File: src/rtl/lcd_win_ctrl.sv
// LCD window controller: loads an IMG_W x IMG_H image serially, then streams a
// WIN_W x WIN_H window of it with movable origin and optional horizontal mirror.
module lcd_win_ctrl #(
    parameter int DW    = 8,
    parameter int IMG_W = 6,
    parameter int IMG_H = 6,
    parameter int WIN_W = 3,
    parameter int WIN_H = 3
) (
    input  logic                       clk,
    input  logic                       reset,
    input  logic [DW-1:0]              datain,
    input  logic [2:0]                 cmd,
    input  logic                       cmd_valid,
    output logic [DW-1:0]              dataout,
    output logic                       output_valid,
    output logic                       busy,
    output logic [$clog2(IMG_H)-1:0]   org_row,
    output logic [$clog2(IMG_W)-1:0]   org_col
);

    localparam int N  = IMG_W * IMG_H;
    localparam int M  = WIN_W * WIN_H;
    localparam int AW = $clog2(N) + 1;
    localparam int IW = $clog2(N);
    localparam int RW = $clog2(IMG_H);
    localparam int CW = $clog2(IMG_W);

    localparam logic [RW-1:0] ROW_HOME = RW'((IMG_H - WIN_H + 1) / 2);
    localparam logic [CW-1:0] COL_HOME = CW'((IMG_W - WIN_W + 1) / 2);
    localparam logic [RW-1:0] ROW_MAX  = RW'(IMG_H - WIN_H);
    localparam logic [CW-1:0] COL_MAX  = CW'(IMG_W - WIN_W);

    localparam logic [AW-1:0] LOAD_LAST = AW'(N - 1);
    localparam logic [AW-1:0] REF_END   = AW'(M);
    localparam logic [AW-1:0] WIN_W_A   = AW'(WIN_W);
    localparam logic [AW-1:0] IMG_W_A   = AW'(IMG_W);
    localparam logic [AW-1:0] ONE_A     = AW'(1);

    localparam logic [2:0] CMD_REFRESH = 3'd0;
    localparam logic [2:0] CMD_LOAD    = 3'd1;
    localparam logic [2:0] CMD_RIGHT   = 3'd2;
    localparam logic [2:0] CMD_LEFT    = 3'd3;
    localparam logic [2:0] CMD_UP      = 3'd4;
    localparam logic [2:0] CMD_DOWN    = 3'd5;
    localparam logic [2:0] CMD_MIRROR  = 3'd6;
    localparam logic [2:0] CMD_HOME    = 3'd7;

    typedef enum logic [1:0] {
        S_IDLE    = 2'd0,
        S_LOAD    = 2'd1,
        S_REFRESH = 2'd2,
        S_MOVE    = 2'd3
    } state_t;

    state_t          r_state;
    state_t          w_next;
    logic [AW-1:0]   r_cnt;
    logic [AW-1:0]   r_row;
    logic [AW-1:0]   r_col;
    logic [RW-1:0]   r_org_row;
    logic [CW-1:0]   r_org_col;
    logic            r_flip;
    logic [2:0]      r_cmd;
    logic [DW-1:0]   r_dout;
    logic            r_ovalid;
    logic [DW-1:0]   r_buf [N];

    logic            w_accept;
    logic [AW-1:0]   w_col_eff;
    logic [IW-1:0]   w_rd_idx;
    logic [IW-1:0]   w_wr_idx;

    assign w_accept  = (r_state == S_IDLE) && cmd_valid;
    assign w_col_eff = r_flip ? (WIN_W_A - ONE_A - r_col) : r_col;
    // Full-width sum; saturated origin keeps it inside the buffer, so truncation is safe.
    assign w_rd_idx  = IW'((AW'(r_org_row) + r_row) * IMG_W_A + AW'(r_org_col) + w_col_eff);
    assign w_wr_idx  = IW'(r_cnt);

    always_ff @(posedge clk or posedge reset) begin
        if (reset) r_state <= S_IDLE;
        else       r_state <= w_next;
    end

    always_comb begin
        w_next = r_state;
        case (r_state)
            S_IDLE: begin
                if (w_accept) begin
                    case (cmd)
                        CMD_REFRESH: w_next = S_REFRESH;
                        CMD_LOAD:    w_next = S_LOAD;
                        default:     w_next = S_MOVE;
                    endcase
                end
            end
            S_LOAD:    if (r_cnt == LOAD_LAST) w_next = S_IDLE;
            S_REFRESH: if (r_cnt == REF_END)   w_next = S_IDLE;
            S_MOVE:    w_next = S_IDLE;
            default:   w_next = S_IDLE;
        endcase
    end

    always_ff @(posedge clk or posedge reset) begin
        if (reset) begin
            r_cnt     <= '0;
            r_row     <= '0;
            r_col     <= '0;
            r_org_row <= ROW_HOME;
            r_org_col <= COL_HOME;
            r_flip    <= 1'b0;
            r_cmd     <= CMD_REFRESH;
            r_dout    <= '0;
            r_ovalid  <= 1'b0;
        end else begin
            case (r_state)
                S_IDLE: begin
                    if (w_accept) begin
                        r_cnt <= '0;
                        r_row <= '0;
                        r_col <= '0;
                        r_cmd <= cmd;
                    end
                end
                S_LOAD: r_cnt <= r_cnt + ONE_A;
                S_REFRESH: begin
                    if (r_cnt == REF_END) begin
                        r_ovalid <= 1'b0;
                    end else begin
                        r_dout   <= r_buf[w_rd_idx];
                        r_ovalid <= 1'b1;
                        r_cnt    <= r_cnt + ONE_A;
                        if (r_col == WIN_W_A - ONE_A) begin
                            r_col <= '0;
                            r_row <= r_row + ONE_A;
                        end else begin
                            r_col <= r_col + ONE_A;
                        end
                    end
                end
                S_MOVE: begin
                    case (r_cmd)
                        CMD_RIGHT:  if (r_org_col < COL_MAX) r_org_col <= r_org_col + 1'b1;
                        CMD_LEFT:   if (r_org_col != '0)     r_org_col <= r_org_col - 1'b1;
                        CMD_UP:     if (r_org_row != '0)     r_org_row <= r_org_row - 1'b1;
                        CMD_DOWN:   if (r_org_row < ROW_MAX) r_org_row <= r_org_row + 1'b1;
                        CMD_MIRROR: r_flip <= ~r_flip;
                        CMD_HOME: begin
                            r_org_row <= ROW_HOME;
                            r_org_col <= COL_HOME;
                            r_flip    <= 1'b0;
                        end
                        default: ;
                    endcase
                end
                default: ;
            endcase
        end
    end

    // Image memory is deliberately not reset; a partial load keeps what it wrote.
    always_ff @(posedge clk) begin
        if (r_state == S_LOAD) r_buf[w_wr_idx] <= datain;
    end

    assign dataout      = r_dout;
    assign output_valid = r_ovalid;
    assign busy         = (r_state != S_IDLE);
    assign org_row      = r_org_row;
    assign org_col      = r_org_col;

endmodule

File: config.mk
export PLATFORM = sky130hd
export DESIGN_NAME = lcd_win_ctrl
export DESIGN_NICKNAME = d
export VERILOG_FILES = /design/src/rtl/lcd_win_ctrl.sv
export SDC_FILE = /design/constraint.sdc
export NUM_CORES = 1
export LEC_CHECK = 0
export ABC_CLOCK_PERIOD_IN_PS = 9700
export CAP_MARGIN = 10
export CORE_MARGIN = 2
export CORE_UTILIZATION = 29
export DETAILED_ROUTE_END_ITERATION = 10
export GPL_ROUTABILITY_DRIVEN = 0
export SLEW_MARGIN = 20
export SYNTH_ARGS = -nofsm -noshare
export SYNTH_HDL_FRONTEND = slang
export SYNTH_SLANG_ARGS = --single-unit
File: constraint.sdc
create_clock -name clk -period 9.7 [get_ports clk]
set_input_delay 1.94 -clock clk [delete_from_list [all_inputs] [get_ports clk]]
set_output_delay 1.94 -clock clk [all_outputs]
set_load 0.05 [all_outputs]
==> Word-level counts from Yosys, hierarchy flattened <==
Memory sizes are Yosys's and may differ from the RTL's. A register that Yosys moved wholly into a read port is not among the register bits.
Index checks and enable logic that the tools add are counted.
{ "totals": {"register_bits": 34, "mem_bits_rw": 288, "inputBits": 14, "wordCells": 93, "memories": 1} }
{ "mem_list": {"columns": ["memory", "depth", "word_bits", "read_ports", "rd_ports_with_merged_regs", "write_ports", "line_no", "rtl"], "rows": [
  ["r_buf", 36, 8, 1, 1, 1, "67", "logic [DW-1:0] r_buf [N];"]
]} }
{ "classes": {"n_addsub": 11, "multipliers": 1, "magnitude_cmp": 2, "eq_ne": 22, "n_mux": 25, "n_bitwise": 2, "n_reduce_logical": 20} }
{ "op_table": {"columns": ["operator", "n"], "rows": [
  ["7-bit two-way mux", 6],
  ["7-bit one-hot mux with 2 select lines", 2],
  ["7-bit by 1-bit adder with 7-bit output, second input constant", 3],
  ["7-bit one-hot mux with 3 select lines", 1],
  ["2-bit != test, second input constant", 9],
  ["3-bit one-hot mux with 3 select lines", 2],
  ["3-bit nonzero test", 5],
  ["3-bit == test, second input constant", 4],
  ["3-bit two-way mux", 4],
  ["4-bit AND reduction", 3],
  ["3-bit AND reduction", 3],
  ["2-bit one-hot mux with 4 select lines", 1],
  ["3-bit by 7-bit adder with 7-bit output", 1],
  ["7-bit by 2-bit == test with 1-bit output, second input constant", 1],
  ["7-bit by 4-bit == test with 1-bit output, second input constant", 1],
  ["7-bit by 6-bit == test with 1-bit output, second input constant", 1],
  ["7-bit by 2-bit multiplier with 5-bit output, second input constant", 1],
  ["3-bit by 1-bit adder with 3-bit output, second input constant", 2],
  ["6-bit by 3-bit adder with 6-bit output", 1],
  ["6-bit adder", 1],
  ["3-bit by 2-bit == test with 1-bit output, second input constant", 2],
  ["3-bit by 2-bit less-than comparator with 1-bit output, second input constant", 2],
  ["2-bit two-way mux", 3],
  ["6-bit two-way mux", 1],
  ["other kinds (14)", 23]
]} }

==> Logic depth before layout (Yosys ltp) <==
{ "logic_depth": {"ltp_word": 4, "mapped_depth": 14, "ltp_nobuf": 14} }

==> Least setup slack after synthesis <==
OpenSTA, ideal clock, no wires.
{ "synth_timing": {"path_type": "flip-flop to flip-flop", "start": "reg r_org_row[0] (netlist: org_row[0])", "end": "reg r_dout[0] (netlist: dataout[0]) (read register of r_buf)", "setup_time_ns": 0.139, "arrival_time_ns": 4.219, "required_time_ns": 9.561, "slack_ns": 5.343, "stages_incl_launch_ff": 14, "period_less_slack_ns": 4.357, "path_cell_list": "dfrtp_1 ha_1 fa_1 ha_1 fa_1 ha_1 ha_1 xor2_1 clkbuf_1 mux2_2 o211ai_1 nand2_1 mux2i_1 o21ai_1"} }
{ "synth_between": {"elab_chain_len": 4} }
{ "synth_lines": {"columns": ["item", "line_no", "rtl"], "rows": [
  ["start, declared", "61", "logic [RW-1:0] r_org_row;"],
  ["start signal, assigned", "145", "CMD_UP: if (r_org_row != '0) r_org_row <= r_org_row - 1'b1;"],
  ["start signal, assigned", "146", "CMD_DOWN: if (r_org_row < ROW_MAX) r_org_row <= r_org_row + 1'b1;"],
  ["3-bit by 7-bit adder with 7-bit output", "77", "assign w_rd_idx = IW'((AW'(r_org_row) + r_row) * IMG_W_A + AW'(r_org_col) + w_col_eff);"],
  ["7-bit by 2-bit multiplier with 5-bit output", "77", null],
  ["6-bit by 3-bit adder with 6-bit output", "77", null],
  ["6-bit adder", "77", null],
  ["end, declared", "65", "logic [DW-1:0] r_dout;"]
]} }
Every way passes these cells.
A chain may end at the register's enable or synchronous reset.

==> Worst setup path after layout <==
{ "layout_timing": {"start": "reg r_org_row[0] (netlist: org_row[0])", "end": "reg r_dout[2] (netlist: dataout[2]) (read register of r_buf)"} }
The elaborated chain is that of the path after synthesis.

==> results.json <==
{
  "die_area_um2": 49710,
  "area_delta_synth_final_pct": 15.94,
  "netlist-cell-type-count": 50,
  "cts_tree": "yes",
  "holdCritPathClass": "flip-flop to flip-flop",
  "via_per_inst": 4.916,
  "syn_inst": 799,
  "grt_max_degree": 57,
  "rsz0062_at_grt": "false",
  "cpMostUsedCell": "ha_1",
  "worst_pin_slew_ns": 1.009,
  "start_util": 0.2924,
  "portBuffers": 29,
  "clockBufferDepth": 3,
  "finClkSkew_ns": 0.01673,
  "synthArstFlopShare": 0.1220,
  "timing.critical_path.buf_inv": 1,
  "setup_viol": 0,
  "num_vias": 7315,
  "path_class": "flip-flop to flip-flop",
  "maxCapViolCount": 0,
  "setup.worst_path.end": "dataout[2]$_DFFE_PP0P_",
  "drt.antenna.violating_nets": 0,
  "period_minus_slack_ns": 4.524,
  "clock_latency_ns": 0.52,
  "wl_um": 30520,
  "synth.avg_cell_area_um2": 17.40,
  "endpoint_kind": "flip-flop",
  "arrival_ns": 4.91,
  "grt_pass1_wl_um": 46870,
  "grt.overflow.total": 0,
  "yosysWarnings": 0,
  "final_cells": 1488,
  "clkSinkCount": 328,
  "r2r_start": "org_row[0]$_DFFE_PP0P_",
  "worstRegToRegCells": 13,
  "final_cell_area_um2": 16120,
  "fmaxAchievable_ghz": 0.2210,
  "dr.pass1.iters": 8,
  "place_area_um2": 14980,
  "dieWidth_um": 223.0,
  "place_inst": 1423,
  "hold_viol": 0,
  "post-cts-setup-buffers": 0,
  "clk_pin_slew_ns": 0.06,
  "maxSlewViolCount": 0,
  "antenna_found_initial": 0,
  "ys_seq_elements": 328,
  "ctsHoldBuffers": 0,
  "critPathRequiredTime_ns": 10.09,
  "rr_endpoint": "dataout[2]$_DFFE_PP0P_",
  "status": "completed",
  "drc": 0,
  "path_cells": "ha_1 > fa_1 > xor2_1 > fa_1 > ha_1 > ha_1 > xor2_4 > buf_4 > mux2_2 > o211ai_1 > nand2_1 > mux2i_1 > o21ai_1",
  "synth_seq_area_share": 0.6942,
  "ys.flop_type": "edfxtp_1",
  "cts_buffers": 36,
  "startpoint": "org_row[0]$_DFFE_PP0P_",
  "slowest_delay_ns": 0.50,
  "die_h_um": 223.0,
  "dp_hpwl_um": 18680,
  "synth_area_um2": 13900,
  "multi_input_area_um2": 4106,
  "io_pins": 30,
  "fillers": 4434,
  "htreeDepth": 2,
  "antennaDiodeCount": 0,
  "post_drt_wl_per_cell_um": 20.51,
  "drt_iter0_drc": 695,
  "path_max_fanout": 32,
  "synth_fp_nets": 842,
  "regArea_um2": 9652,
  "max_slew_margin": 0.3218,
  "row_count": 80,
  "critical_path.top_delay_family": "adder cells",
  "critPathSlowestCell": "fa_1",
  "grt.total_usage": 0.1242,
  "synth_edf_count": 288,
  "path_depth": 13,
  "clock-root-buffer": "clkbuf_16",
  "drive_gt1_frac": 0.1913,
  "core_area_um2": 47550,
  "cts_resized": 0,
  "finalNetCount": 889,
  "grt_pass1_vias": 7422,
  "worst_setup_path_start_kind": "flip-flop",
  "fin_setup_tns_ns": 0,
  "reg2reg_slack_ns": 5.18,
  "period_share": 0.4664
}
==> metrics by stage <==
stage	setup WS [ns]	hold WS [ns]	util
5_1_grt	4.987	0.5382	0.3390
3_5_place_dp	5.242	0.4880	0.3150
2_1_floorplan	5.343	0.4936	-
6_report	5.176	0.5016	0.3390
3_3_place_gp	5.274	0.5053	0.3150
4_1_cts	5.211	0.5014	0.3390
==> worst min-delay path: cells and delay by family (launching register included) <==
| kind | cells | cell delay [ns] |
|---|---|---|
| AO/OA/AOI/OAI | 1 | 0.06 |
| flip-flops | 1 | 0.35 |
| AND/OR/NAND/NOR | 1 | 0.05 |
==> per-layer routing <==
| layer | up-vias | global-route usage | wire length (um) |
|---|---|---|---|
| li1 | 3252 | - | - |
| met1 | 3849 | 0.1771 | 14430 |
| met2 | 173 | 0.1983 | 14360 |
| met3 | 41 | 0.01896 | 1126 |
| met4 | 0 | 0.03377 | 597 |
| met5 | - | 0 | 0 |
==> worst min path at each step <==
stage / startpoint / endpoint / slack (ns) / cells past startpoint
after global routing: dataout[4]$_DFFE_PP0P_ / dataout[4]$_DFFE_PP0P_ / 0.54 / 2
after floorplan: r_col[6]$_DFFE_PP0P_ / r_col[6]$_DFFE_PP0P_ / 0.49 / 2
after CTS: dataout[4]$_DFFE_PP0P_ / dataout[4]$_DFFE_PP0P_ / 0.50 / 2
after global placement: dataout[4]$_DFFE_PP0P_ / dataout[4]$_DFFE_PP0P_ / 0.51 / 2
after detailed placement: dataout[4]$_DFFE_PP0P_ / dataout[4]$_DFFE_PP0P_ / 0.49 / 2
final: dataout[4]$_DFFE_PP0P_ / dataout[4]$_DFFE_PP0P_ / 0.50 / 2
==> flip-flops by register name, summed over array words and instances (netlist names) <==
signal / cells
r_buf: 288
output_valid: 1
r_cmd: 3
org_row: 3
dataout: 8
org_col: 3
r_flip: 1
r_row: 5
r_cnt: 7
r_state: 2
r_col: 7
==> cells in the mapped netlist (9+ instances only) <==
library cell,instances,area [um^2]
edfxtp_1,288,8648
mux4_2,72,1622
nand2_1,61,229.0
nor2_1,51,191.4
dfrtp_1,38,950.9
o21ai_0,28,140.1
clkbuf_1,26,97.59
mux2i_1,26,260.3
ha_1,22,275.3
mux2_2,22,247.7
o211ai_1,18,135.1
nand3_1,11,55.05
a21oi_1,10,50.05
inv_1,10,37.54
xnor2_1,10,87.58
o21ai_1,9,45.04
==> cell usage in the layout, fill, tap and decap left out, drive strengths merged, types with 22 or more instances in the layout <==
cell	count
mux4	72
mux2	22
o21ai	38
ha	22
nor2	51
edfxtp	288
dfrtp	38
mux2i	26
clkbuf	52
nand2	61
clkdlybuf4s50	29
==> logic make-up (layout without fill, tap and decap cells) <==
logic type      Yosys count  count (layout)  share of synthesized area
buf+inv                  46             120                    0.01359
xor+xnor                 19              19                    0.01332
simple gates            161             161                    0.05157
flops                   328             328                     0.6942
compound gates           96              96                    0.04428
fa+ha+maj                29              29                    0.02988
mux                     120             120                     0.1532
==> final cells by class <==
| type | count | share of cell area |
|---|---|---|
| multi-input combinational | 425 | 0.2548 |
| timing repair buffer | 45 | 0.02546 |
| tap | 615 | 0.04774 |
| clock inverter | 13 | 0.007452 |
| inverter | 10 | 0.002329 |
| sequential | 328 | 0.5988 |
| clock buffer | 52 | 0.06349 |
Power is not shown: default switching activity piles up to over one toggle a cycle in this logic, so the estimate is an artifact.
